**src/rtl/fetch_if.sv**
```systemverilog
// -----------------------------------------------------------------------------
// fetch_if
//   Instruction-memory bus between the fetch stage and a synchronous
//   instruction memory with a one-cycle read latency.
//
//   Signals
//     imem_ren    read enable (drives o_imem_ren of the fetch stage)
//     imem_raddr  32-bit word address, bits [1:0] always 0 (o_imem_raddr)
//     imem_rdata  read data, valid the cycle after imem_ren=1 (i_imem_rdata)
//
//   Modports
//     master  fetch side: drives the request, receives the data
//     slave   memory side: receives the request, returns the data
// -----------------------------------------------------------------------------
interface fetch_if;
    logic        imem_ren;
    logic [31:0] imem_raddr;
    logic [31:0] imem_rdata;

    modport master (
        output imem_ren,
        output imem_raddr,
        input  imem_rdata
    );

    modport slave (
        input  imem_ren,
        input  imem_raddr,
        output imem_rdata
    );
endinterface

```
**src/rtl/fetch.sv**
```systemverilog
// -----------------------------------------------------------------------------
// fetch
//   Instruction fetch stage of a 5-stage RV32I pipeline.
//   Owns the fetch PC, issues reads to a 1-cycle-latency instruction memory,
//   and drives the IF/ID register consumed by decode. A 1-entry skid buffer
//   keeps a response that returns while decode holds. Redirects from execute
//   flush everything in flight; a retired break sets a sticky halt.
//
//   Optional feature (macro FETCH_MISALIGN_TRAP_EN):
//     defined   - a redirect to a target with bits [1:0] != 0 flushes, then
//                 delivers one trap entry (o_vld=1, o_trap=1, o_pc=target,
//                 o_inst=NOP_INST) and halts fetching.
//     undefined - the low target bits are cleared and o_trap is tied to 0.
//
//   Parameters
//     RESET_VEC  fetch PC loaded on reset
//     NOP_INST   instruction driven on o_inst while o_vld is low
//
//   Ports
//     i_clk          clock, rising edge
//     i_rst_n        asynchronous active-low reset
//     imem           instruction memory bus (fetch_if.master)
//     i_hold         decode hold: IF/ID must keep its value
//     i_redirect     control-flow redirect from execute
//     i_redirect_pc  redirect target
//     i_halt         break retired: stop fetching (sticky until reset)
//     o_vld          IF/ID instruction valid
//     o_inst         IF/ID instruction
//     o_pc           IF/ID instruction PC
//     o_nxt_pc       IF/ID PC+4
//     o_trap         IF/ID misaligned-fetch trap
// -----------------------------------------------------------------------------
module fetch #(
    parameter logic [31:0] RESET_VEC = 32'h0000_0000,
    parameter logic [31:0] NOP_INST  = 32'h0000_0013
) (
    input  logic        i_clk,
    input  logic        i_rst_n,
    fetch_if.master     imem,
    input  logic        i_hold,
    input  logic        i_redirect,
    input  logic [31:0] i_redirect_pc,
    input  logic        i_halt,
    output logic        o_vld,
    output logic [31:0] o_inst,
    output logic [31:0] o_pc,
    output logic [31:0] o_nxt_pc,
    output logic        o_trap
);

    // Fetch PC and the single outstanding memory request
    logic [31:0] fetch_pc_reg, fetch_pc_next;
    logic        rsp_vld_reg,  rsp_vld_next;
    logic [31:0] rsp_pc_reg,   rsp_pc_next;

    // Skid entry holding a response that arrived while decode held
    logic        skid_vld_reg,  skid_vld_next;
    logic [31:0] skid_inst_reg, skid_inst_next;
    logic [31:0] skid_pc_reg,   skid_pc_next;

    logic        halt_reg, halt_next;

    // IF/ID register
    logic        vld_reg,    vld_next;
    logic [31:0] inst_reg,   inst_next;
    logic [31:0] pc_reg,     pc_next;
    logic [31:0] nxt_pc_reg, nxt_pc_next;

`ifdef FETCH_MISALIGN_TRAP_EN
    logic        skid_trap_reg, skid_trap_next;
    logic        trap_reg,      trap_next;
    logic        redirect_misaligned;
`endif

    logic        issue;
    logic [31:0] redirect_pc_aligned;

    assign redirect_pc_aligned = i_redirect_pc & ~32'h0000_0003;

    // With the skid empty a held response can still be parked, so only a
    // hold coinciding with a returning response blocks the issue. With the
    // skid full, any hold blocks it: a new response would have nowhere to go.
    always_comb begin
        issue = i_rst_n && !halt_reg && !i_redirect &&
                (skid_vld_reg ? !i_hold : !(i_hold && rsp_vld_reg));
    end

    assign imem.imem_ren   = issue;
    assign imem.imem_raddr = fetch_pc_reg;

`ifdef FETCH_MISALIGN_TRAP_EN
    assign redirect_misaligned = (i_redirect_pc[1:0] != 2'b00);
`endif

    // -------------------------------------------------------------------------
    // Next-state logic
    // -------------------------------------------------------------------------
    always_comb begin
        fetch_pc_next  = fetch_pc_reg;
        rsp_vld_next   = 1'b0;
        rsp_pc_next    = rsp_pc_reg;
        skid_vld_next  = skid_vld_reg;
        skid_inst_next = skid_inst_reg;
        skid_pc_next   = skid_pc_reg;
        halt_next      = halt_reg | i_halt;
        vld_next       = vld_reg;
        inst_next      = inst_reg;
        pc_next        = pc_reg;
        nxt_pc_next    = nxt_pc_reg;
`ifdef FETCH_MISALIGN_TRAP_EN
        skid_trap_next = skid_trap_reg;
        trap_next      = trap_reg;
`endif

        if (issue) begin
            fetch_pc_next = fetch_pc_reg + 32'd4;
            rsp_vld_next  = 1'b1;
            rsp_pc_next   = fetch_pc_reg;
        end

        if (i_redirect) begin
            // Flush: drop in-flight data and the skid, bubble IF/ID.
            fetch_pc_next = redirect_pc_aligned;
            rsp_vld_next  = 1'b0;
            skid_vld_next = 1'b0;
            vld_next      = 1'b0;
            inst_next     = NOP_INST;
`ifdef FETCH_MISALIGN_TRAP_EN
            trap_next     = 1'b0;
            // The trap entry is parked in the skid so it drains into IF/ID
            // on the next un-held cycle, exactly like a held response.
            // Halting here keeps the stage from fetching past the fault.
            if (redirect_misaligned) begin
                skid_vld_next  = 1'b1;
                skid_inst_next = NOP_INST;
                skid_pc_next   = i_redirect_pc;
                skid_trap_next = 1'b1;
                halt_next      = 1'b1;
            end
`endif
        end else if (!i_hold) begin
            if (skid_vld_reg) begin
                vld_next      = 1'b1;
                inst_next     = skid_inst_reg;
                pc_next       = skid_pc_reg;
                nxt_pc_next   = skid_pc_reg + 32'd4;
                skid_vld_next = 1'b0;
`ifdef FETCH_MISALIGN_TRAP_EN
                trap_next     = skid_trap_reg;
`endif
            end else if (rsp_vld_reg) begin
                vld_next    = 1'b1;
                inst_next   = imem.imem_rdata;
                pc_next     = rsp_pc_reg;
                nxt_pc_next = rsp_pc_reg + 32'd4;
`ifdef FETCH_MISALIGN_TRAP_EN
                trap_next   = 1'b0;
`endif
            end else begin
                vld_next  = 1'b0;
                inst_next = NOP_INST;
`ifdef FETCH_MISALIGN_TRAP_EN
                trap_next = 1'b0;
`endif
            end
        end else if (rsp_vld_reg && !skid_vld_reg) begin
            // Decode is holding: park the returning response.
            skid_vld_next  = 1'b1;
            skid_inst_next = imem.imem_rdata;
            skid_pc_next   = rsp_pc_reg;
`ifdef FETCH_MISALIGN_TRAP_EN
            skid_trap_next = 1'b0;
`endif
        end
    end

    // -------------------------------------------------------------------------
    // State registers
    // -------------------------------------------------------------------------
    always_ff @(posedge i_clk or negedge i_rst_n) begin
        if (!i_rst_n) begin
            fetch_pc_reg  <= RESET_VEC;
            rsp_vld_reg   <= 1'b0;
            rsp_pc_reg    <= 32'd0;
            skid_vld_reg  <= 1'b0;
            skid_inst_reg <= 32'd0;
            skid_pc_reg   <= 32'd0;
            halt_reg      <= 1'b0;
            vld_reg       <= 1'b0;
            inst_reg      <= NOP_INST;
            pc_reg        <= 32'd0;
            nxt_pc_reg    <= 32'd0;
        end else begin
            fetch_pc_reg  <= fetch_pc_next;
            rsp_vld_reg   <= rsp_vld_next;
            rsp_pc_reg    <= rsp_pc_next;
            skid_vld_reg  <= skid_vld_next;
            skid_inst_reg <= skid_inst_next;
            skid_pc_reg   <= skid_pc_next;
            halt_reg      <= halt_next;
            vld_reg       <= vld_next;
            inst_reg      <= inst_next;
            pc_reg        <= pc_next;
            nxt_pc_reg    <= nxt_pc_next;
        end
    end

`ifdef FETCH_MISALIGN_TRAP_EN
    always_ff @(posedge i_clk or negedge i_rst_n) begin
        if (!i_rst_n) begin
            skid_trap_reg <= 1'b0;
            trap_reg      <= 1'b0;
        end else begin
            skid_trap_reg <= skid_trap_next;
            trap_reg      <= trap_next;
        end
    end

    assign o_trap = trap_reg;
`else
    assign o_trap = 1'b0;
`endif

    assign o_vld    = vld_reg;
    assign o_inst   = inst_reg;
    assign o_pc     = pc_reg;
    assign o_nxt_pc = nxt_pc_reg;

endmodule

```
**src/flat_wrapper.sv**
```systemverilog
// flat-port wrapper written by rule: the top's interface ports become plain ports
module fetch_flat 
#(
    parameter logic [31:0] RESET_VEC = 32'h0000_0000,
    parameter logic [31:0] NOP_INST  = 32'h0000_0013
)
  (i_clk, i_rst_n, i_hold, i_redirect, i_redirect_pc, i_halt, o_vld, o_inst, o_pc, o_nxt_pc, o_trap, imem_imem_ren, imem_imem_raddr, imem_imem_rdata);
  fetch_if imem_i ();
  input  logic i_clk;
  input  logic i_rst_n;
  input  logic i_hold;
  input  logic i_redirect;
  input  logic [31:0] i_redirect_pc;
  input  logic i_halt;
  output logic o_vld;
  output logic [31:0] o_inst;
  output logic [31:0] o_pc;
  output logic [31:0] o_nxt_pc;
  output logic o_trap;
  output wire logic [$bits(imem_i.imem_ren)-1:0] imem_imem_ren;
  output wire logic [$bits(imem_i.imem_raddr)-1:0] imem_imem_raddr;
  input wire logic [$bits(imem_i.imem_rdata)-1:0] imem_imem_rdata;
  assign imem_imem_ren = imem_i.imem_ren;
  assign imem_imem_raddr = imem_i.imem_raddr;
  assign imem_i.imem_rdata = imem_imem_rdata;
  fetch #(.RESET_VEC(RESET_VEC), .NOP_INST(NOP_INST)) u_core (.i_clk(i_clk), .i_rst_n(i_rst_n), .imem(imem_i), .i_hold(i_hold), .i_redirect(i_redirect), .i_redirect_pc(i_redirect_pc), .i_halt(i_halt), .o_vld(o_vld), .o_inst(o_inst), .o_pc(o_pc), .o_nxt_pc(o_nxt_pc), .o_trap(o_trap));
endmodule
```
**config.mk**
```make
export PLATFORM = sky130hd
export DESIGN_NAME = fetch_flat
export DESIGN_NICKNAME = d
export VERILOG_FILES = /design/src/rtl/fetch_if.sv /design/src/rtl/fetch.sv /design/src/flat_wrapper.sv
export SDC_FILE = /design/constraint.sdc
export NUM_CORES = 1
export LEC_CHECK = 0
export BUFFER_PORTS_ARGS = -buffer_cell sky130_fd_sc_hd__buf_2
export CORE_ASPECT_RATIO = 1.2
export CORE_MARGIN = 4
export CORE_UTILIZATION = 56
export DETAILED_ROUTE_END_ITERATION = 10
export GPL_TIMING_DRIVEN = 0
export PLACE_DENSITY = 0.82
export SYNTH_ARGS = -nofsm -noshare
export SYNTH_HDL_FRONTEND = slang
export SYNTH_SLANG_ARGS = --single-unit
```
**constraint.sdc**
```tcl
create_clock -name i_clk -period 3.6 [get_ports i_clk]
set_clock_uncertainty 0.15 [all_clocks]
set_input_delay 0.54 -clock i_clk [delete_from_list [all_inputs] [get_ports i_clk]]
set_output_delay 0.54 -clock i_clk [all_outputs]
set_load 0.01 [all_outputs]
```
==> impl_metrics.ini, run 1 <==
[outcome]
outcome = finished with violations
violations = hold timing

[global_route]
first_global_vias = 9136
antenna_found_initial = 1
grt_max_degree = 60
grt_pass1_wl_um = 47700
gr-total-overflow = 0
grt_usage_pct = 28.2

[place]
postPlaceCellArea_um2 = 11600
dp_slack_ns = -0.648
routabilityCongestion = 0.920
io_buffers = 190
dp_hpwl_um = 20800

[drt]
drcViolationCount = 0
via_per_inst = 6.00
ant_nets = 0
wl_um = 29500
first_pass_iters = 8
drt-initial-drc-count = 672
wl_per_cell_um = 19.5
route.met3.wl_um = 2000
drt-met1-wl_um = 12100
vias = 9049
route.met2.wl_um = 14200
dr.max_layer_used = met4

[pwr]
irDropWorstVdd_uv = 372
leakagePower_nw = 6.09
power.switching_mw = 1.39
cellInternalPower_mw = 4.33
p_sw_share_pct = 24.2
combPwrFrac_pct = 8.7
seqPwrFrac_pct = 47.3
pwr_density_cell_nw_per_um2 = 453
clkPwrFrac_pct = 44.0

[sta]
final_max_slew_viol_count = 0
slew_headroom_pct = 42.8
tightest_slew_ns = 0.858
tns_ns = 0
postLayoutSetupSlackWorst_ns = 0.170
whs_ns = -0.0121
setup_viol = 0
fmax_mhz = 292
finalHoldViolations = 3
rsz0062_at_grt = no
period_share_pct = 95.3
period_minus_slack_ns = 3.43

[layout]
final_util_pct = 69.5
stdcell_area_um2 = 12600
drive_gt1_share_pct = 26.3
seq_area_um2 = 5460
final_common_cell = dfrtp_1
area_growth_pct = 22.2
final_cell_mix = dfrtp_1, buf_2, nand2_1, nor2_1, mux2_2
multi_input_area_um2 = 4520
fillers = 1389
final_nets = 1340

[clock_network]
clock_sinks = 218
clock_tree.buffer_depth = 3
clk_latency_ns = 0.52
cts_max_level = 1
cts_setup_buffers = 0
clk_pin_slew_worst_paths_ns = 0.06
cts-root-buf = clkbuf_16
numCtsBuffers = 23
cts_tree = yes

[yosys]
synth-seq-cells = 218
synthSimpleGateAreaFrac_pct = 18.1
synthArstFlopShare_pct = 100
synth.avg_cell_area_um2 = 9.94
synth_top_family_by_area = simple AND/OR/NAND/NOR gates
yosysUniqueCellTypes = 60
synth.cell_area_um2 = 10300
synthMuxAreaShare_pct = 9.51
synth_ff_type = dfrtp_1
synth_adder_area_share_pct = 0.242
synth-xor-area-share_pct = 1.78
synth-edff-count = 0
synthCells = 1040
synth-compound-area-share_pct = 13.8
yosysWarningCount = 0
ys_seq_area_share_pct = 52.8

[run]
maxCapViolCount = 0

[critical_path]
ff2ff_setup_slack_ns = 0.40
crit_path_max_fanout = 11
crit_path_start_kind = register
crit_path_end = imem_imem_ren
ff2ff_path_depth = 9
worstPathArrival_ns = 2.74
crit_start = u_core.skid_vld_reg$_DFFE_PN0P_
r2r_end = u_core.o_nxt_pc[28]$_DFFE_PN0P_
path_class = reg2out
cp.required_ns = 2.91
endpoint_kind = output pin
rr_startpoint = u_core.skid_vld_reg$_DFFE_PN0P_

[floorplanning]
die_y_um = 157
core_region_area_um2 = 18200
die_w_um = 132
design.die.area_um2 = 20700
ios = 200
row_count = 54
start_util_pct = 56.9

[min_path]
min_path_type = in2async
-- cell type report --
cell class | instances | share of cell area, %
Antenna cell | 1 | 0.0198
Timing Repair Buffer | 199 | 9.47
Clock inverter | 9 | 1.21
Sequential cell | 218 | 43.2
Tap cell | 224 | 2.22
Clock buffer | 31 | 5.11
Multi-Input combinational cell | 743 | 35.8
Inverter | 14 | 0.416
Buffer | 70 | 2.57
-- repair_timing --
item | CTS | global route
pin swaps | 0 | 0
endpoints found under the hold margin | 117 | 0
hold buffers | 6 | 0
gates cloned | 2 | 0
resized for setup | 2 | 1
setup endpoints to repair | 1 | 1
-- cells in the mapped netlist, drive strengths merged, types with 4 or more instances --
library cell / n / area (µm²)
dfrtp: 215 / 5380
o31ai: 5 / 37.5
and4: 4 / 35.0
nand2: 199 / 747
buf: 31 / 179
o311ai: 17 / 149
xnor2: 16 / 140
o211ai: 13 / 97.6
nor3: 8 / 40.0
or3: 7 / 43.8
or4: 7 / 52.6
nor2b: 4 / 25.0
nand3: 45 / 230
nor2: 74 / 278
o21ai: 66 / 330
mux2i: 24 / 240
a22oi: 39 / 298
a21o: 4 / 30.0
o21a: 5 / 37.5
xor2: 5 / 43.8
inv: 14 / 52.6
o22ai: 4 / 25.0
clkbuf: 40 / 150
and3: 8 / 50.1
a221o: 4 / 40.0
mux2: 66 / 743
nand4: 17 / 106
nor4: 5 / 61.3
a21oi: 44 / 220
nand3b: 16 / 133
a222oi: 4 / 40.0
-- stage by stage --
stage	cells	power, mW
finish	1509	5.72
global route	1509	5.91
global placement	1460	3.19
CTS	1508	5.74
floorplan	1046	2.94
detailed placement	1461	3.21
-- cells by family after synthesis --
group	count (synthesis)
xor+xnor	21
simple gates	404
compound gates	219
flops	218
other cells	1
mux	90
fa+ha+maj	2
buf+inv	85
-- power by group through the flow --
stage          registers (mW)  clock network (mW)  logic [mW]
5_1_grt                  2.72                2.63       0.553
2_1_floorplan            2.75                   0       0.193
4_1_cts                  2.70                2.54       0.503
3_3_place_gp             2.74                   0       0.450
3_5_place_dp             2.74                   0       0.468
6_report                 2.71                2.52       0.498
-- worst min path at each step --
stage	slack [ns]	to	startpoint
floorplan	0.09	u_core.halt_reg$_DFF_PN0_	i_rst_n
CTS	0.004	u_core.skid_pc_reg[14]$_DFFE_PN0P_	i_rst_n
detailed placement	0.31	u_core.halt_reg$_DFF_PN0_	u_core.halt_reg$_DFF_PN0_
finish	-0.01	u_core.skid_pc_reg[14]$_DFFE_PN0P_	i_rst_n
global placement	0.30	u_core.halt_reg$_DFF_PN0_	u_core.halt_reg$_DFF_PN0_
global route	0.001	u_core.skid_pc_reg[14]$_DFFE_PN0P_	i_rst_n
-- metal layers --
layer  vias to the layer above  GRT usage, %
met5                         -             0
met1                      4360          37.3
met3                        89          3.47
met2                       435          47.3
met4                         0          12.6
li1                       4165             -
-- critical path: stages (launching register included) --
cell and delay [ns]:
dfrtp_1 0.40, buf_6 0.15, o21ai_0 0.27, nand3_1 0.36
inv_2 0.30, buf_2 0.32, buf_2 0.27, buf_2 0.17
Power figures use the tool's default switching activity.
==> run 2, diff against run 1 <==
--- a/config.mk
+++ b/config.mk
@@ -9,6 +9,7 @@
 export CORE_ASPECT_RATIO = 1.2
 export CORE_MARGIN = 4
 export CORE_UTILIZATION = 56
+export CTS_CLUSTER_DIAMETER = 80
 export DETAILED_ROUTE_END_ITERATION = 10
 export GPL_TIMING_DRIVEN = 0
 export PLACE_DENSITY = 0.82
==> constraint.sdc (replaced) <==
create_clock -name i_clk -period 3.9 [get_ports i_clk]
set_clock_uncertainty 0.15 [all_clocks]
set_input_delay 0.585 -clock i_clk [delete_from_list [all_inputs] [get_ports i_clk]]
set_output_delay 0.585 -clock i_clk [all_outputs]
set_load 0.01 [all_outputs]
==> run 2 against run 1 <==
Against the previous run: the run now ends clean; global-route usage fell by 0.59 points; register-to-register slack improved by 0.34 ns; combinational power fell by 8.0%; routed wire length rose by 0.30%; utilization fell by 0.076 points; first-iteration DRC count fell by 8.5%; sequential power fell by 7.7%; via count rose by 0.55%; sequential share of layout area barely moved; non-clock buffer count did not move.
==> impl_metrics.ini, run 2 (synthesized netlist as in run 1, its figures left out) <==
[place]
io_buffers = 190
postPlaceCellArea_um2 = 11600
dp_hpwl_um = 20800
routabilityCongestion = 0.920

[critical_path]
crit_path_max_fanout = 10
cp.required_ns = 3.16
crit_start = u_core.skid_vld_reg$_DFFE_PN0P_
crit_path_start_kind = register
rr_startpoint = u_core.skid_vld_reg$_DFFE_PN0P_
path_class = reg2out
worstPathArrival_ns = 3.08
crit_path_end = imem_imem_ren
r2r_end = u_core.o_nxt_pc[28]$_DFFE_PN0P_
ff2ff_path_depth = 9
ff2ff_setup_slack_ns = 0.74
endpoint_kind = output pin

[sta]
slew_headroom_pct = 45.9
tightest_slew_ns = 0.811
finalHoldViolations = 0
fmax_mhz = 262
rsz0062_at_grt = no
final_max_slew_viol_count = 0
period_minus_slack_ns = 3.82
period_share_pct = 97.9
setup_viol = 0
whs_ns = 0.00569

[clock_network]
cts-root-buf = clkbuf_16
clock_tree.buffer_depth = 3
clk_latency_ns = 0.51
clk_pin_slew_worst_paths_ns = 0.06
cts_tree = yes
numCtsBuffers = 23
cts_max_level = 1
cts_setup_buffers = 0
clock_sinks = 218

[global_route]
grt_pass1_wl_um = 46900
grt_usage_pct = 27.6
grt_max_degree = 120
first_global_vias = 9053
gr-total-overflow = 0
antenna_found_initial = 2

[drt]
via_per_inst = 6.03
first_pass_iters = 5
ant_nets = 0
vias = 9099
drt-initial-drc-count = 615
drcViolationCount = 0
wl_per_cell_um = 19.6
wl_um = 29500

[layout]
final_cell_mix = dfrtp_1, buf_2, nand2_1, nor2_1, mux2_2
drive_gt1_share_pct = 26.2
final_common_cell = dfrtp_1
final_nets = 1340
stdcell_area_um2 = 12600
area_growth_pct = 22.1

[pwr]
irDropWorstVdd_uv = 342
power_mw = 5.28
leakagePower_nw = 6.08
pwr_density_cell_nw_per_um2 = 418

[floorplanning]
die_y_um = 157
ios = 200
core_region_area_um2 = 18200
start_util_pct = 56.9
row_count = 54
design.die.area_um2 = 20700
die_w_um = 132

[outcome]
outcome = finished, final reports clean

[min_path]
min_path_type = in2async

[run]
maxCapViolCount = 0
run 2: changes by cell type in the layout (fill, tap and decap cells not counted):
cell | previous run | this run
clkbuf_1 | 43 | 44
clkbuf_16 | 23 | 24
bufbuf_16 | 2 | 1
inv_1 | 13 | 14
inv_2 | 1 | 0
dlygate4sd3_1 | 2 | 1
run 2: how the worst min path moves through the flow:
stage,from,end,cells after the start
final,i_rst_n,u_core.o_nxt_pc[5]$_DFFE_PN0P_,3
after global routing,i_rst_n,u_core.o_nxt_pc[5]$_DFFE_PN0P_,3
after CTS,i_rst_n,u_core.skid_inst_reg[27]$_DFFE_PN0P_,1
after detailed placement,u_core.halt_reg$_DFF_PN0_,u_core.halt_reg$_DFF_PN0_,1
after global placement,u_core.halt_reg$_DFF_PN0_,u_core.halt_reg$_DFF_PN0_,1
after floorplan,i_rst_n,u_core.halt_reg$_DFF_PN0_,0
run 2: layout make-up:
class	count	area, µm²
Antenna cell	1	2.50
Tap cell	224	280
Inverter	14	52.6
Fill cell	1392	5550
Clock buffer	31	646
Timing Repair Buffer	198	1180
Sequential cell	218	5460
Clock inverter	9	153
Buffer	71	329
Multi-Input combinational cell	743	4520
run 2: worst max-delay path, stage by stage, from the launching register on:
cell and delay (ns):
dfrtp_1 0.40, buf_6 0.15, o21ai_0 0.29, nand3_1 0.35
inv_1 0.17, clkbuf_1 0.40, buf_2 0.36, buf_2 0.27
buf_2 0.17
run 2: per-stage QoR:
stage	utilization [%]	setup TNS, ns	setup slack (ns)	std cells
3_5_place_dp	64.0	-0.900	-0.438	1461
6_report	69.5	0	0.0832	1509
3_3_place_gp	63.8	-526.11	-3.67	1460
4_1_cts	68.6	0	0.0297	1502
5_1_grt	69.5	0	0.00533	1509
2_1_floorplan	-	0	1.39	1046
run 2: power breakdown:
part / internal, mW / total (mW) / leakage [nW] / switching (mW)
clock network: 1.43 / 2.32 / 0.394 / 0.896
registers: 2.38 / 2.50 / 2.89 / 0.117
logic: 0.193 / 0.458 / 2.80 / 0.265
run 2: routing by layer:
metal / part of all wire [%] / vias up / global-route usage (%)
li1: - / 4176 / -
met5: 0.044 / - / 0
met4: 4.4 / 2 / 12.7
met2: 48 / 450 / 46.2
met3: 7.2 / 99 / 3.41
met1: 40 / 4372 / 36.4
run 2: what timing repair did:
item / CTS / global route
resized for setup: 2 / 0
setup endpoints to repair: 1 / 1
gates cloned: 1 / 1
hold endpoints to repair: 117 / 117
==> run 3, diff against run 2 <==
==> constraint.sdc (replaced) <==
create_clock -name i_clk -period 4.2 [get_ports i_clk]
set_clock_uncertainty 0.15 [all_clocks]
set_input_delay 0.63 -clock i_clk [delete_from_list [all_inputs] [get_ports i_clk]]
set_output_delay 0.63 -clock i_clk [all_outputs]
set_load 0.005 [all_outputs]
==> run 3 against run 2 <==
Against the previous run: the flow now finishes with violations (hold timing); worst setup slack gained 0.29 ns; utilization shrank 0.83 points; count of clock-buffer cells in the layout is the same; final cell count shrank 0.40%; sequential power shrank 7%; critical path type unchanged; critical endpoint unchanged; largest cell class unchanged; largest power group unchanged; highest routed layer is now met4.
==> impl_metrics.ini, run 3 (synthesized netlist as in run 1, its figures left out) <==
[outcome]
outcome = finished with violations
violations = hold timing

[clock_network]
cts_max_level = 1
clk_latency_ns = 0.52
clk_pin_slew_worst_paths_ns = 0.06
clock_tree.buffer_depth = 3
numCtsBuffers = 23
cts_tree = yes
clock_sinks = 218
cts_setup_buffers = 0
cts-root-buf = clkbuf_16

[global_route]
antenna_found_initial = 1
grt_usage_pct = 27.3
gr-total-overflow = 0
grt_pass1_wl_um = 46400
grt_max_degree = 118
first_global_vias = 9013

[critical_path]
cp.depth = 8
worstPathArrival_ns = 3.05
path_cells = buf_6 -> o21ai_0 -> nand3_1 -> inv_1 -> clkbuf_1 -> buf_2 -> buf_2 -> buf_2
cp.required_ns = 3.42
path_common_cell = buf_2
path_class = reg2out
ff2ff_setup_slack_ns = 1.02
crit_path_max_fanout = 10
endpoint_kind = output pin
cp_num_buf_inv = 6
cp_slowest_cell = dfrtp_1
rr_startpoint = u_core.skid_vld_reg$_DFFE_PN0P_
r2r_end = u_core.o_nxt_pc[28]$_DFFE_PN0P_
cp_top_family = buffers and inverters
crit_path_start_kind = register
ff2ff_path_depth = 9
critPathMaxStageDelay_ns = 0.40

[pwr]
irDropWorstVdd_uv = 308
pwr_density_cell_nw_per_um2 = 389
leakagePower_nw = 6.01
power_mw = 4.85

[drt]
wl_um = 28600
wl_per_cell_um = 19.0
ant_nets = 0
drcViolationCount = 0
vias = 8924
via_per_inst = 5.94
first_pass_iters = 6
drt-initial-drc-count = 702

[layout]
final_common_cell = dfrtp_1
fillers = 1426
final_nets = 1334
drive_gt1_share_pct = 26.0
area_growth_pct = 20.6
final_cell_mix = dfrtp_1, buf_2, nand2_1, nor2_1, mux2_2

[place]
io_buffers = 190
routabilityCongestion = 0.920
dp_hpwl_um = 20800

[sta]
whs_ns = -0.0250
setup_viol = 0
finalHoldViolations = 8
fmax_mhz = 261
period_minus_slack_ns = 3.83
rsz0062_at_grt = no
slew_headroom_pct = 44.4
tightest_slew_ns = 0.834
final_max_slew_viol_count = 0
period_share_pct = 91.2

[floorplanning]
start_util_pct = 56.9
design.die.area_um2 = 20700
core_region_area_um2 = 18200
die_w_um = 132
die_y_um = 157
ios = 200
row_count = 54

[min_path]
min_path_type = in2async

[run]
maxCapViolCount = 0
==> run 3: cell types whose count changed in the layout (fill, tap and decap cells not counted) <==
| cell | delta |
|---|---|
| buf_16 | -3 |
| bufbuf_16 | -1 |
| clkbuf_16 | -1 |
| dlygate4sd3_1 | -1 |
==> run 3: layer usage <==
layer | part of all wire, % | GRT usage [%] | up-vias
met4 | 3.8 | 11.8 | 0
li1 | - | - | 4151
met3 | 6.4 | 3.34 | 75
met5 | 0 | 0 | -
met2 | 48 | 45.6 | 389
met1 | 42 | 36.4 | 4309
==> run 3: repair_timing <==
action,in CTS,in global routing
resized for setup,2,0
setup endpoints to repair,1,0
hold buffers,1,0
hold endpoints to repair,117,0
==> run 3: worst register-to-register path, stage by stage, from the launching register on <==
cell and delay [ns]:
dfrtp_1 0.37, buf_2 0.25, buf_2 0.28, buf_2 0.27
mux2_2 0.22, ha_1 0.20, a21boi_2 0.43, nand3_1 0.31
o31a_1 0.36, o31ai_1 0.23
==> run 3: area by class of cell <==
type	count	area [µm²]	share of cell area [%]
flip-flops and latches	218	5460	43.8
multi-input cells	743	4520	36.3
repair buffers	192	1030	8.25
clock buffers	31	646	5.18
plain buffers	71	329	2.64
well taps	224	280	2.25
clock inverters	9	153	1.22
inverters	14	52.6	0.421
diodes	1	2.50	0.0201
==> run 3: how the worst max path moves through the flow <==
stage,from,endpoint,slack (ns)
2_1_floorplan,u_core.skid_vld_reg$_DFFE_PN0P_,u_core.o_nxt_pc[28]$_DFFE_PN0P_,1.69
3_3_place_gp,i_rst_n,imem_imem_ren,-3.44
3_5_place_dp,i_rst_n,imem_imem_ren,-0.21
4_1_cts,u_core.skid_vld_reg$_DFFE_PN0P_,imem_imem_ren,0.40
5_1_grt,u_core.skid_vld_reg$_DFFE_PN0P_,imem_imem_ren,0.26
6_report,u_core.skid_vld_reg$_DFFE_PN0P_,imem_imem_ren,0.37
==> run 3: power breakdown <==
part	leakage, nW	total, mW	internal (mW)	switching [mW]
combinational	2.73	0.375	0.164	0.211
clock	0.394	2.16	1.32	0.834
sequential	2.89	2.32	2.21	0.108
==> run 3: through the flow <==
step	std cells	cell area (µm²)	util (%)	setup WS (ns)	setup TNS (ns)
finish	1503	12500	68.6	0.369	0
CTS	1502	12500	68.6	0.395	0
global route	1503	12500	68.6	0.263	0
global placement	1460	11600	63.8	-3.44	-454.77
floorplan	1046	10400	-	1.69	0
detailed placement	1461	11600	64.0	-0.210	-0.210
